`src/rtl/anim_pkg.sv`:
```
// Shared types and defaults for the animation playback controller.
// Latency: n/a (types and constants only).
// Backpressure: n/a.
package anim_pkg;

  typedef enum logic [1:0] {
    ST_IDLE = 2'd0,
    ST_PLAY = 2'd1,
    ST_HOLD = 2'd2
  } anim_state_t;

  localparam int NUM_CLIPS_DEF = 4;
  localparam int PIX_W_DEF     = 16;
  localparam int FRAME_W_DEF   = 4;
  localparam int TICK_W_DEF    = 24;

  // Pixel shown while nothing is playing
  localparam logic [15:0] BLANK_PIX = 16'h0000;

endpackage

```
`src/rtl/frame_timer.sv`:
```
// Frame-period timer: latches max(period,1) on load and pulses frame_tick every period_r running cycles.
// Latency: first frame_tick is combinational in the cycle period_r-1 cycles after the load edge.
// Backpressure: none; the counter only advances while run is high and freezes otherwise.
module frame_timer #(
  parameter int TICK_W = 24
) (
  input  logic              clk,
  input  logic              rst,
  input  logic              load,
  input  logic [TICK_W-1:0] period,
  input  logic              run,
  output logic              frame_tick
);

  logic [TICK_W-1:0] period_r;
  logic [TICK_W-1:0] cnt_r;

  assign frame_tick = run && (cnt_r == period_r - TICK_W'(1));

  // Period latch and 0..period_r-1 counter; a zero period behaves as one
  always_ff @(posedge clk or posedge rst) begin
    if (rst) begin
      period_r <= TICK_W'(1);
      cnt_r    <= '0;
    end else if (load) begin
      period_r <= (period == '0) ? TICK_W'(1) : period;
      cnt_r    <= '0;
    end else if (run) begin
      cnt_r    <= frame_tick ? '0 : cnt_r + TICK_W'(1);
    end
  end

endmodule

```
`src/rtl/anim_ctrl.sv`:
```
// Animation playback controller: accepts clip requests, steps frame_idx at a programmable rate, muxes pixel data.
// Latency: clip_sel/frame_idx update on the accept edge; ram_data is one register after clip_data/clip_sel.
// Backpressure: req_ready drops while a one-shot clip plays or stop is high. Option: ANIM_CTRL_PINGPONG_EN (bouncing loops).
module anim_ctrl
  import anim_pkg::*;
#(
  parameter  int NUM_CLIPS = NUM_CLIPS_DEF,
  parameter  int FRAME_W   = FRAME_W_DEF,
  parameter  int TICK_W    = TICK_W_DEF,
  parameter  int PIX_W     = PIX_W_DEF,
  localparam int CLIP_W    = $clog2(NUM_CLIPS)
) (
  input  logic                   clk,
  input  logic                   rst,
  input  logic [TICK_W-1:0]      tick_period,
  input  logic                   req_valid,
  input  logic [CLIP_W-1:0]      req_clip,
  input  logic                   req_loop,
  output logic                   req_ready,
  input  logic                   stop,
  input  logic [NUM_CLIPS*PIX_W-1:0] clip_data,
  output logic [CLIP_W-1:0]      clip_sel,
  output logic [FRAME_W-1:0]     frame_idx,
  output logic [PIX_W-1:0]       ram_data,
  output logic                   busy,
  output logic                   done
);

  anim_state_t        state_r;
  anim_state_t        state_nxt;
  logic               loop_r;
  logic               accept;
  logic               frame_tick;
  logic               advance;
  logic               at_max;
  logic               hold_entry;
  logic [FRAME_W-1:0] idx_adv;

  assign accept     = req_valid && req_ready;
  assign advance    = (state_r == ST_PLAY) && frame_tick;
  assign at_max     = (frame_idx == {FRAME_W{1'b1}});
  assign hold_entry = (state_r == ST_PLAY) && (state_nxt == ST_HOLD);

  frame_timer #(.TICK_W(TICK_W)) u_frame_timer (
    .clk        (clk),
    .rst        (rst),
    .load       (accept),
    .period     (tick_period),
    .run        (state_r == ST_PLAY),
    .frame_tick (frame_tick)
  );

  // State register
  always_ff @(posedge clk or posedge rst) begin
    if (rst) state_r <= ST_IDLE;
    else     state_r <= state_nxt;
  end

  // Next state: stop beats a request, a request beats the frame advance
  always_comb begin
    state_nxt = state_r;
    if (stop)
      state_nxt = ST_IDLE;
    else if (accept)
      state_nxt = ST_PLAY;
    else if (advance && at_max && !loop_r)
      state_nxt = ST_HOLD;
  end

  // Outputs decoded from state; only a playing one-shot refuses requests
  always_comb begin
    busy      = 1'b0;
    req_ready = !stop;
    if (state_r == ST_PLAY) begin
      busy      = 1'b1;
      req_ready = !stop && loop_r;
    end
  end

`ifdef ANIM_CTRL_PINGPONG_EN
  logic dir_down;
  logic at_zero;

  assign at_zero = (frame_idx == '0);

  // Bounce direction for looping clips; every accept restarts upward
  always_ff @(posedge clk or posedge rst) begin
    if (rst)
      dir_down <= 1'b0;
    else if (!stop && accept)
      dir_down <= 1'b0;
    else if (!stop && advance && loop_r) begin
      if (!dir_down && at_max)
        dir_down <= 1'b1;
      else if (dir_down && at_zero)
        dir_down <= 1'b0;
    end
  end

  // Next frame on a tick: bounce at either end when looping, park at max for one-shot
  always_comb begin
    idx_adv = frame_idx + FRAME_W'(1);
    if (!loop_r) begin
      if (at_max) idx_adv = frame_idx;
    end else if (dir_down) begin
      idx_adv = at_zero ? FRAME_W'(1) : frame_idx - FRAME_W'(1);
    end else if (at_max) begin
      idx_adv = frame_idx - FRAME_W'(1);
    end
  end
`else
  // Next frame on a tick: wrap to 0 when looping, park at max for one-shot
  always_comb begin
    idx_adv = frame_idx + FRAME_W'(1);
    if (at_max)
      idx_adv = loop_r ? '0 : frame_idx;
  end
`endif

  // Clip/frame registers; stop keeps the clip but rewinds the frame
  always_ff @(posedge clk or posedge rst) begin
    if (rst) begin
      clip_sel  <= '0;
      frame_idx <= '0;
      loop_r    <= 1'b0;
    end else if (stop) begin
      frame_idx <= '0;
    end else if (accept) begin
      clip_sel  <= req_clip;
      loop_r    <= req_loop;
      frame_idx <= '0;
    end else if (advance) begin
      frame_idx <= idx_adv;
    end
  end

  // done pulses for the single cycle after a one-shot parks in HOLD
  always_ff @(posedge clk or posedge rst) begin
    if (rst) done <= 1'b0;
    else     done <= hold_entry;
  end

  // Registered pixel mux; blank while idle
  always_ff @(posedge clk or posedge rst) begin
    if (rst)
      ram_data <= PIX_W'(BLANK_PIX);
    else if (state_r == ST_IDLE)
      ram_data <= PIX_W'(BLANK_PIX);
    else
      ram_data <= clip_data[clip_sel*PIX_W +: PIX_W];
  end

endmodule

```
`config.mk`:
```
export PLATFORM = sky130hd
export DESIGN_NAME = anim_ctrl
export DESIGN_NICKNAME = d
export VERILOG_FILES = /design/src/rtl/anim_pkg.sv /design/src/rtl/frame_timer.sv /design/src/rtl/anim_ctrl.sv
export SDC_FILE = /design/constraint.sdc
export NUM_CORES = 1
export LEC_CHECK = 0
export ABC_AREA = 1
export CORE_MARGIN = 4
export CORE_UTILIZATION = 46
export DETAILED_ROUTE_END_ITERATION = 8
export GPL_ROUTABILITY_DRIVEN = 0
export HOLD_SLACK_MARGIN = 0.15
export PLACE_DENSITY_LB_ADDON = 0.08
export SKIP_CTS_REPAIR_TIMING = 1
export SLEW_MARGIN = 20
export SYNTH_ARGS = -nofsm -noshare
export SYNTH_HDL_FRONTEND = slang
export SYNTH_SLANG_ARGS = --single-unit
```
`constraint.sdc`:
```
create_clock -name clk -period 2 [get_ports clk]
set_input_delay 0.2 -clock clk [delete_from_list [all_inputs] [get_ports clk]]
set_output_delay 0.2 -clock clk [all_outputs]
set_load 0.05 [all_outputs]
```
# After elaboration in Yosys (flattened, before gate mapping)

Index checks and enable logic that the tools add are counted.

Register bits: 74
Bits in latches: 0
Bits in writable memories: 0
ROM bits: 0
Input bits: 95
Output and inout port bits: 25
Word-level logic and storage cells: 48
Memories kept: 0

Add/subtract/negate cells: 3
Multipliers: 0
Divide/modulo/power cells: 0
$lt $le $gt $ge: 0
Eq/ne operators: 5
Shift operators: 1
Mux-type cells: 15
Bitwise logic cells: 1
Reduce and logical (&&, ||, !) cells: 15

Operators with widths:

| cell                    | count |
|---|---|
| $mux W24                | 4 |
| $shiftx A64 B7 Y16      | 1 |
| $add A24 B1 Y24 const B | 1 |
| $eq A24 B24 Y1          | 1 |
| $logic_not A24 Y1       | 1 |
| $sub A24 B1 Y24 const B | 1 |
| $mux W4                 | 5 |
| $mux W16                | 1 |
| $logic_and A1 B1 Y1     | 7 |
| $mux W2                 | 3 |
| $add A4 B1 Y4 const B   | 1 |
| $eq A4 B4 Y1 const B    | 1 |
| $ne A4 B4 Y1 const B    | 1 |
| $reduce_and A2 Y1       | 2 |
| $reduce_bool A3 Y1      | 1 |
| $eq A2 B1 Y1 const B    | 1 |
| $eq A2 B2 Y1 const B    | 1 |
| $logic_not A1 Y1        | 2 |
| $logic_not A2 Y1        | 1 |
| $mux W1                 | 2 |
| $reduce_bool A2 Y1      | 1 |
| $not A1 Y1              | 1 |

# Longest topological paths before layout

Gate-level depths: netlist of the first run.

Word-level depth: 11
Mapped depth: 16
Mapped depth without buffers: 16

# Modules after synthesis

From an unflattened synthesis of the first run, not the netlist that was laid out.

Cell total of the unflattened synthesis: 812
Area total of the unflattened synthesis: 5525.3 um^2

Modules (own cells, without submodules):

| module      | times used | cells an instance | area each (um^2) | sequential area each (um^2) |
|---|---|---|---|---|
| frame_timer | 1          | 595               | 4002.6           | 1202.4 |
| anim_ctrl   | 1          | 217               | 1522.7           | 650.6 |

# Worst setup path before layout of the first run

No wires, ideal clock.

Path kind: register to register
From: reg state_r[0]
To: reg u_frame_timer.cnt_r[2]
Setup time: 0.129 ns
Data arrival time: 2.610 ns
Required time: 1.871 ns
Slack: -0.739 ns
Stages on the path, launching flop included: 8
Path buffers: 1
Clock period less this slack: 2.739 ns
Cell sequence: dfrtp_1 nand2_2 inv_1 a21oi_1 nand2_2 nand2_2 buf_2 o22ai_2

Elaborated cells on any way between the ends: 8
Those cells by class: eq/ne: 1; mux: 4; reduce/logical: 3

RTL lines:

| what                                           | line              | source |
|---|---|---|
| start: declaration                             | anim_ctrl.sv:29   | `anim_state_t state_r;` |
| start signal: assignment                       | anim_ctrl.sv:56   | `else state_r <= state_nxt;` |
| $eq A2 B1 Y1 (*)                               | anim_ctrl.sv:74   | `if (state_r == ST_PLAY) begin` |
| $mux W1 (*)                                    | anim_ctrl.sv:74   |  |
| net req_ready                                  | anim_ctrl.sv:19   | `output logic req_ready,` |
| $logic_and A1 B1 Y1 (*)                        | anim_ctrl.sv:39   | `assign accept = req_valid && req_ready;` |
| $mux W24 or $reduce_bool A2 Y1 (tied branches) | -                 |  |
| end signal: assignment                         | frame_timer.sv:29 | `cnt_r <= frame_tick ? '0 : cnt_r + TICK_W'(1);` |
| end: declaration                               | frame_timer.sv:16 | `logic [TICK_W-1:0] cnt_r;` |

The timed path passes the listed nets; every way through them passes the cells marked *. The select of a mux whose other input is x is not followed.
A chain may end at the register's enable or synchronous reset.

# Final worst setup path of the first run

From: reg u_frame_timer.period_r[0]
To: reg u_frame_timer.cnt_r[1]

Cells in the longest elaborated chain, start to end: 6

Ends and longest elaborated chain:

| what                     | line              | source |
|---|---|---|
| start: declaration       | frame_timer.sv:15 | `logic [TICK_W-1:0] period_r;` |
| start signal: assignment | frame_timer.sv:26 | `period_r <= (period == '0) ? TICK_W'(1) : period;` |
| $sub A24 B1 Y24          | frame_timer.sv:18 | `assign frame_tick = run && (cnt_r == period_r - TICK_W'(1));` |
| $eq A24 B24 Y1           | frame_timer.sv:18 |  |
| $logic_and A1 B1 Y1      | frame_timer.sv:18 |  |
| $mux W24                 | frame_timer.sv:29 |  |
| $mux W24                 | frame_timer.sv:28 | `end else if (run) begin` |
| $mux W24                 | frame_timer.sv:25 | `end else if (load) begin` |

Every way passes these cells. The select of a mux whose other input is x is not followed.

==> results of run 1 <==
-- synthesized netlist by cell type, drive strengths merged --
library cell	number	area share
o21ai	64	0.066
nor3	6	0.0093
nor4	7	0.0088
inv	73	0.055
o22ai	18	0.044
a21oi	18	0.018
xnor2	8	0.014
ha	3	0.0076
buf	3	0.0091
dfrtp	73	0.37
a2111oi	1	0.0018
clkbuf	17	0.013
dfstp	1	0.0053
o21a	1	0.0015
nand2	158	0.13
or2	2	0.0025
mux2i	1	0.0045
clkinv	1	0.00076
nand4	12	0.016
a31oi	1	0.0013
xor2	28	0.051
nor2	129	0.12
nand3	41	0.048
nand3b	3	0.0045
o21bai	2	0.0030
-- path summary, 6_finish.rpt --
| path | startpoint | to | slack [ns] |
|---|---|---|---|
| setup / recovery | u_frame_timer.period_r[0] | u_frame_timer.cnt_r[1] | -0.14 |
| hold / removal | rst | u_frame_timer.period_r[4] | 0.28 |
| setup reg to reg | u_frame_timer.period_r[0] | u_frame_timer.cnt_r[1] | -0.14 |
| hold reg to reg | u_frame_timer.period_r[23] | u_frame_timer.period_r[23] | 0.53 |
| max in group asynchronous | rst | u_frame_timer.period_r[0] | 1.38 |
| min in group clk | tick_period[21] | u_frame_timer.period_r[21] | 0.39 |
-- routing by layer --
layer	GRT usage	up-vias	wire length, µm
met2	0.419	169	7350
met3	0.0739	27	1220
li1	-	2470	-
met5	0	-	0
met1	0.283	2315	5940
met4	0.0852	0	358
-- worst max-delay path, stage by stage, from the launching register on --
cell and delay [ns]:
dfstp_2 0.54, inv_2 0.05, ha_4 0.25, xor2_1 0.13, nand3_1 0.08, nor2_1 0.09, nand2_1 0.08, nor2_2 0.09
nand3_2 0.10, nor2_4 0.15, nand3_2 0.09, nand2_4 0.12, buf_12 0.15, inv_4 0.03, nand2_2 0.04, nand2_1 0.05
-- cell families (layout without fill, tap and decap cells) --
kind of cell	after synthesis	in the layout	synth area share
flip-flops	74	74	0.373
AO/OA/AOI/OAI	105	105	0.136
adder cells (fa/ha/maj)	3	3	0.00756
buffers and inverters	94	253	0.0779
multiplexers	1	1	0.00454
AND/OR/NAND/NOR	358	359	0.336
XOR/XNOR	36	36	0.0650
-- per-stage QoR --
stage	hold WS, ns	cells	worst slack (ns)	power, µW	utilization
3_5_place_dp	0.508	948	-0.179	4140	0.636
3_3_place_gp	0.495	948	-0.143	4090	0.636
6_report	0.283	967	-0.136	5660	0.672
5_1_grt	0.332	967	-0.267	6010	0.672
2_1_floorplan	0.310	671	-0.0334	3330	-
4_1_cts	0.298	964	-0.214	5540	0.659
-- power groups by stage --
| stage | Clock (µW) | Sequential, µW | Combinational (µW) |
|---|---|---|---|
| detailed placement | 0 | 1920 | 2220 |
| global placement | 0 | 1910 | 2180 |
| floorplan | 0 | 2130 | 1200 |
| finish | 1390 | 1910 | 2350 |
| CTS | 1410 | 1890 | 2240 |
| global route | 1490 | 1940 | 2580 |
-- state kept, by name, summed over array words and instances, names as in the netlist --
| signal | flops |
|---|---|
| u_frame_timer.cnt_r | 24 |
| u_frame_timer.period_r | 24 |
| ram_data | 16 |
| frame_idx | 4 |
| clip_sel | 2 |
| state_r | 2 |
| done | 1 |
| loop_r | 1 |
-- cells in the final DEF, fill, tap and decap left out, drive strengths merged --
master | Yosys | final
o22ai | 18 | 18
nand2 | 158 | 158
dfrtp | 73 | 73
nand3 | 41 | 41
nand3b | 3 | 3
o21a | 1 | 1
clkdlybuf4s50 | 0 | 115
nor3 | 6 | 6
o21bai | 2 | 2
nor4 | 7 | 7
xor2 | 28 | 28
a31oi | 1 | 1
xnor2 | 8 | 8
a21oi | 18 | 18
or2 | 2 | 2
a2111oi | 1 | 1
inv | 73 | 71
clkbuf | 17 | 13
nand4 | 12 | 12
nor2 | 129 | 130
clkinv | 1 | 2
dfstp | 1 | 1
ha | 3 | 3
bufinv | 0 | 2
buf | 3 | 47
o21ai | 64 | 64
clkinvlp | 0 | 3
mux2i | 1 | 1
-- area by class of cell --
type	instances	share of cell area
inverters	74	0.0415
multi-input cells	504	0.407
clock buffers	12	0.0236
clock inverters	4	0.0104
flip-flops and latches	74	0.265
well taps	136	0.0243
repair buffers	163	0.228
==> results.json, run 1 <==
{
  "cts_made_buffers": 9,
  "cts.sinks": 74,
  "clk_pin_slew_ns": 0.08,
  "fin_tns_setup_ns": -3.04,
  "routed_wl_um": 14900,
  "crit_path_end_kind": "flip-flop",
  "p_switching_uw": 2180,
  "ys_types": 41,
  "cts_max_level": 3,
  "clk_latency_ns": 0.37,
  "synth_seq_cells": 74,
  "slew_headroom": 0.593,
  "yosys_warnings": 0,
  "multi_input_area_mm2": 0.00285,
  "drt_first_pass_iters": 5,
  "drtIter0Drc": 305,
  "crit_required_ns": 2.26,
  "initial_utilization": 0.477,
  "swShare": 0.385,
  "grt_pass1_vias": 5007,
  "syn-instance-count": 671,
  "diodes": 0,
  "reg2reg_depth": 15,
  "dp_hpwl_um": 11400,
  "die_h_um": 112,
  "max_cap_viol_count": 0,
  "seqPwrFrac": 0.338,
  "ios": 120,
  "final_layout_size_suffix_gt1_frac": 0.182,
  "n_fill_cell": 884,
  "peakVddDrop_v": 0.000494,
  "dr_total_vias": 4981,
  "io_buffers": 119,
  "stdcell_area_mm2": 0.00700,
  "finClkSkew_ns": 0.0137,
  "start_kind": "flip-flop",
  "hold_viol_final": 0,
  "final-max-slew-violation-count": 0,
  "cts_tree": "yes",
  "drc_errors": 0,
  "syn_nets": 769,
  "area_delta_synth_final_pct": 41.0,
  "fmax_ghz": 0.468,
  "postPlaceCellArea_mm2": 0.00662,
  "rsz0062_at_grt": "yes",
  "grt_usage": 0.242,
  "status": "complete, but fails checks",
  "setup_slack_ns": -0.136,
  "fp-row-count": 37,
  "finalSetupViolCount": 30,
  "power.density_mw_per_mm2": 808,
  "worst_slew_pin_slew_ns": 0.611,
  "cts_root_buffer": "clkbuf_8",
  "antenna_found_initial": 0,
  "combPwrFrac": 0.416,
  "die_area_mm2": 0.0125,
  "grt_pass1_wl_um": 24500,
  "clk_path_buf_depth": 2,
  "regArea_mm2": 0.00186,
  "path_class": "reg -> reg",
  "crit_arrival_ns": 2.40,
  "vias_per_cell": 5.15,
  "grt_overflow": 0,
  "violations": "setup timing",
  "p_int_uw": 3480,
  "fin_nets": 924,
  "post-route-period-util": 1.07,
  "die_x_um": 112,
  "hold_path_class": "in -> async",
  "grt_start_max_net_pins": 75,
  "post_drt_wl_per_cell_um": 15.4,
  "p_leak_uw": 0.00318,
  "period_minus_slack_ns": 2.14,
  "syn_area_per_cell_um2": 7.40,
  "path_max_fanout": 8,
  "yosysSeqAreaShare": 0.373,
  "clockPowerShare": 0.246,
  "postRouteAntennaNets": 0,
  "syn_area_mm2": 0.00496,
  "core_mm2": 0.0104
}
(Power assumes the default switching activity.)
==> run 2, diff against run 1 <==
--- a/config.mk
+++ b/config.mk
@@ -6,13 +6,13 @@
 export NUM_CORES = 1
 export LEC_CHECK = 0
 export ABC_AREA = 1
+export CORE_ASPECT_RATIO = 0.9
 export CORE_MARGIN = 4
 export CORE_UTILIZATION = 46
 export DETAILED_ROUTE_END_ITERATION = 8
 export GPL_ROUTABILITY_DRIVEN = 0
 export HOLD_SLACK_MARGIN = 0.15
 export PLACE_DENSITY_LB_ADDON = 0.08
-export SKIP_CTS_REPAIR_TIMING = 1
 export SLEW_MARGIN = 20
 export SYNTH_ARGS = -nofsm -noshare
 export SYNTH_HDL_FRONTEND = slang
==> results.json, run 2 (synthesis gave the netlist of run 1 again) <==
{
  "status": "complete, but fails checks",
  "violations": "setup timing",
  "p_leak_uw": 0.00322,
  "diodes": 0,
  "cts_tree": "yes",
  "final-max-slew-violation-count": 0,
  "postRouteAntennaNets": 0,
  "rsz0062_at_grt": "yes",
  "final_layout_size_suffix_gt1_frac": 0.180,
  "path_cells": "nor2_2, nand2_1, nor2_4, nand2_1, nand2_1, nand2_1, nor2_2, nand3_2, nor2_4, buf_6, nand4_1, nand2_1, nand2_1, nor2_1",
  "die_area_mm2": 0.0125,
  "vias_per_cell": 5.24,
  "post-route-period-util": 1.06,
  "hold_ws_ns": 0.319,
  "hold_path_class": "in -> async",
  "grt_pass1_wl_um": 24500,
  "combPwrFrac": 0.390,
  "final_cell_mix": "nand2_1 (144), clkdlybuf4s50_1 (115), nor2_1 (104)",
  "post_drt_wl_per_cell_um": 15.8,
  "slew_headroom": 0.617,
  "cp_common_cell": "nand2_1",
  "regArea_mm2": 0.00185,
  "worst_slew_pin_slew_ns": 0.569,
  "core_mm2": 0.0104,
  "io_buffers": 119,
  "total_power_uw": 6030,
  "reg_top3": "u_frame_timer.cnt_r x24, u_frame_timer.period_r x24, ram_data x16",
  "crit_path_end_kind": "flip-flop",
  "clk_path_buf_depth": 2,
  "crit_arrival_ns": 2.40,
  "p_int_uw": 3770,
  "power.density_mw_per_mm2": 851,
  "critPathBufInv": 1,
  "postPlaceCellArea_mm2": 0.00663,
  "cts_max_level": 3,
  "critPathTopFamily": "simple AND/OR/NAND/NOR gates",
  "period_minus_slack_ns": 2.12,
  "clk_latency_ns": 0.34,
  "die_h_um": 107,
  "drtIter0Drc": 408,
  "fp-row-count": 35,
  "grt_usage": 0.243,
  "cp.depth": 14,
  "cts_setup_buffers": 0,
  "drt_first_pass_iters": 5,
  "p_switching_uw": 2260,
  "fin_tns_setup_ns": -2.75,
  "antenna_found_initial": 0,
  "setup_slack_ns": -0.124,
  "hold_viol_final": 0,
  "path_class": "reg -> reg",
  "cts.sinks": 74,
  "die_x_um": 117,
  "clockPowerShare": 0.294,
  "cts_root_buffer": "clkbuf_16",
  "finClkSkew_ns": 0.00759,
  "cts_made_buffers": 9,
  "stdcell_area_mm2": 0.00708,
  "grt_overflow": 0,
  "routed_wl_um": 15100,
  "layout_commonest_cell": "nand2_1",
  "fin_nets": 923,
  "path_max_fanout": 4,
  "n_fill_cell": 869,
  "crit_required_ns": 2.28,
  "worstReg2RegStart": "u_frame_timer.period_r[8]",
  "grt_start_max_net_pins": 75,
  "crit_path_start": "u_frame_timer.period_r[8]",
  "initial_utilization": 0.478,
  "dr_total_vias": 5023,
  "layout.cells.non_filler": 959,
  "placed_cells": 941,
  "multi_input_area_mm2": 0.00286,
  "grt_pass1_vias": 5026,
  "swShare": 0.375,
  "seqPwrFrac": 0.316,
  "finalSetupViolCount": 31,
  "max_cap_viol_count": 0,
  "drc_errors": 0,
  "crit_path_max_incr_delay_ns": 0.47,
  "peakVddDrop_v": 0.000559,
  "r2r_slack_ns": -0.12,
  "ios": 120,
  "clk_pin_slew_ns": 0.06,
  "reg2reg_depth": 14,
  "dp_hpwl_um": 11500,
  "area_delta_synth_final_pct": 42.7,
  "slowest_stage": "dfrtp_1",
  "fmax_ghz": 0.471,
  "start_kind": "flip-flop"
}
==> run 2: final cells by class <==
type	count	share of cell area
inverter	74	0.0406
tap	129	0.0228
sequential	74	0.262
clock buffer	9	0.0318
multi-input combinational	504	0.403
clock inverter	7	0.0143
timing repair buffer	162	0.225
==> run 2: timing repair <==
item,4_1_cts,5_1_grt
gates resized for setup,11,16
setup endpoints to repair,31,31
hold buffers,0,0
pin swaps,4,6
cloned,0,2
==> run 2: path summary, 6_finish.rpt <==
| path | end |
|---|---|
| max | done |
| min | u_frame_timer.period_r[9] |
| max reg2reg | done |
| min reg2reg | u_frame_timer.period_r[23] |
| max in group asynchronous | u_frame_timer.period_r[0] |
| min in group clk | u_frame_timer.period_r[23] |
==> run 2: tightest hold or removal path, stage by stage <==
cell             delay (ns)
clkdlybuf4s50_1        0.45
clkinvlp_4             0.10
buf_12                 0.32
==> run 2: through the flow <==
stage / utilization / worst slack, ns
after detailed placement: 0.638 / -0.188
after global routing: 0.682 / -0.301
after floorplan: - / -0.0334
after global placement: 0.638 / -0.116
final: 0.682 / -0.124
after CTS: 0.673 / -0.0892
==> run 2: power groups by stage <==
stage / clock (µW) / combinational, µW / sequential, µW
floorplan: 0 / 1200 / 2130
global placement: 0 / 2220 / 1910
detailed placement: 0 / 2250 / 1920
CTS: 1790 / 2290 / 1900
global route: 1870 / 2580 / 1940
finish: 1770 / 2350 / 1900
==> run 2: per-layer routing <==
metal / wire length, µm / track usage / share of wire
met1: 6800 / 0.327 / 0.45
met2: 7050 / 0.393 / 0.47
met5: 0 / 0 / 0
met3: 931 / 0.0537 / 0.062
met4: 357 / 0.0753 / 0.024
==> run 3, diff against run 2 <==
--- a/config.mk
+++ b/config.mk
@@ -7,7 +7,7 @@
 export LEC_CHECK = 0
 export ABC_AREA = 1
 export CORE_ASPECT_RATIO = 0.9
-export CORE_MARGIN = 4
+export CORE_MARGIN = 5
 export CORE_UTILIZATION = 46
 export DETAILED_ROUTE_END_ITERATION = 8
 export GPL_ROUTABILITY_DRIVEN = 0
==> results.json, run 3 (synthesis gave the netlist of run 1 again) <==
{
  "clk_pin_slew_ns": 0.06,
  "vias_per_cell": 5.22,
  "fp-row-count": 36,
  "grt_start_max_net_pins": 75,
  "grt_usage": 0.244,
  "total_power_uw": 6270,
  "clk_latency_ns": 0.34,
  "reg_top3": "u_frame_timer.cnt_r x24, u_frame_timer.period_r x24, ram_data x16",
  "post-route-period-util": 1.10,
  "finalSetupViolCount": 31,
  "grt_pass1_vias": 5174,
  "initial_utilization": 0.465,
  "multi_input_area_mm2": 0.00284,
  "post_drt_wl_per_cell_um": 15.9,
  "path_class": "reg -> reg",
  "final-max-slew-violation-count": 0,
  "path_max_fanout": 7,
  "die_area_mm2": 0.0130,
  "hold_viol_final": 0,
  "finClkSkew_ns": 0.00757,
  "worst_slew_pin_slew_ns": 0.546,
  "grt_overflow": 0,
  "dp_hpwl_um": 11900,
  "cts_tree": "yes",
  "regArea_mm2": 0.00186,
  "ios": 120,
  "antenna_found_initial": 0,
  "hold_path_class": "in -> async",
  "stdcell_area_mm2": 0.00714,
  "status": "complete, but fails checks",
  "core_mm2": 0.0107,
  "p_leak_uw": 0.00325,
  "drtIter0Drc": 330,
  "dr_total_vias": 5040,
  "crit_arrival_ns": 2.43,
  "n_fill_cell": 882,
  "peakVddDrop_v": 0.000441,
  "final_layout_size_suffix_gt1_frac": 0.186,
  "fmax_ghz": 0.455,
  "io_buffers": 119,
  "layout_commonest_cell": "nand2_1",
  "slew_headroom": 0.635,
  "start_kind": "flip-flop",
  "cts_root_buffer": "clkbuf_16",
  "clk_path_buf_depth": 2,
  "max_cap_viol_count": 0,
  "drc_errors": 0,
  "cts.sinks": 74,
  "postPlaceCellArea_mm2": 0.00665,
  "drt_first_pass_iters": 6,
  "power.density_mw_per_mm2": 879,
  "diodes": 0,
  "crit_required_ns": 2.23,
  "cts_max_level": 3,
  "fin_nets": 925,
  "grt_pass1_wl_um": 25100,
  "area_delta_synth_final_pct": 43.8,
  "cts_hold_buf": 0,
  "die_x_um": 119,
  "die_h_um": 109,
  "period_minus_slack_ns": 2.20,
  "final_cell_mix": "nand2_1 (141), clkdlybuf4s50_1 (115), nor2_1 (105)",
  "violations": "setup timing",
  "setup_slack_ns": -0.200,
  "routed_wl_um": 15300,
  "crit_path_end_kind": "flip-flop",
  "cts_made_buffers": 9,
  "rsz0062_at_grt": "yes",
  "postRouteAntennaNets": 0
}
==> run 3: cell types whose count changed in the layout (fill, tap and decap cells not counted), sizes merged <==
cell and delta:
inv -1, clkbuf +1, nor2 -1, buf +3, bufinv +2, clkinv -1
clkinvlp -1
==> run 3: metal layers <==
metal  vias to the layer above  track usage  part of all wire
met2                       171        0.414              0.49
met5                         -            0                 0
met4                         0       0.0826             0.024
met1                      2355        0.302              0.42
met3                        37       0.0669             0.065
li1                       2477            -                 -
==> run 3: critical path, cell delays in order (launching register included) <==
cell,delay (ns)
dfstp_2,0.53
inv_2,0.05
ha_4,0.17
nand2_4,0.10
inv_2,0.06
nand2_2,0.07
nand2_1,0.06
nand3_1,0.08
nand2_1,0.07
nor2_2,0.14
nand2_2,0.08
nor2_4,0.14
nand3_2,0.11
nand2_4,0.15
buf_12,0.15
inv_2,0.03
nand2_1,0.04
nand2_1,0.04
==> run 3: repair_timing <==
action	4_1_cts	5_1_grt
resized for setup	13	18
cloned	0	1
buffers inserted	0	0
endpoints found under the setup margin	31	31
pin swaps	3	2
==> run 3: final timing paths <==
check	startpoint	end	slack, ns	depth (start not counted)
max	u_frame_timer.period_r[0]	u_frame_timer.cnt_r[1]	-0.20	17
min in group clk	req_clip[0]	clip_sel[0]	0.43	3
min	rst	u_frame_timer.period_r[6]	0.31	3
min reg2reg	u_frame_timer.period_r[23]	u_frame_timer.period_r[23]	0.53	2
max reg2reg	u_frame_timer.period_r[0]	u_frame_timer.cnt_r[1]	-0.20	17
max in group asynchronous	rst	u_frame_timer.cnt_r[5]	1.33	3
==> run 3: power by group <==
part / switching, µW / total, µW / leakage, µW / internal [µW]
Clock: 659 / 2010 / 0.000177 / 1350
Sequential: 202 / 1910 / 0.000968 / 1700
Combinational: 1380 / 2360 / 0.00211 / 976
Total: 2240 / 6270 / 0.00325 / 4030
==> run 3: through the flow <==
step                      hold slack [ns]  setup TNS, ns  setup slack [ns]  utilization  cells
final                               0.314          -4.86            -0.200        0.669    965
after global routing                0.359          -8.08            -0.315        0.669    965
after global placement              0.501          -2.56            -0.120        0.623    948
after floorplan                     0.310         -0.618           -0.0334            -    671
after CTS                           0.349          -3.71            -0.158        0.661    964
after detailed placement            0.509          -4.64            -0.218        0.623    948
==> run 3: area by class of cell <==
type,count,area share
clock buffer,10,0.0321
clock inverter,6,0.0193
inverter,74,0.0403
multi-input combinational,503,0.398
sequential,74,0.260
tap,133,0.0233
timing repair buffer,165,0.227
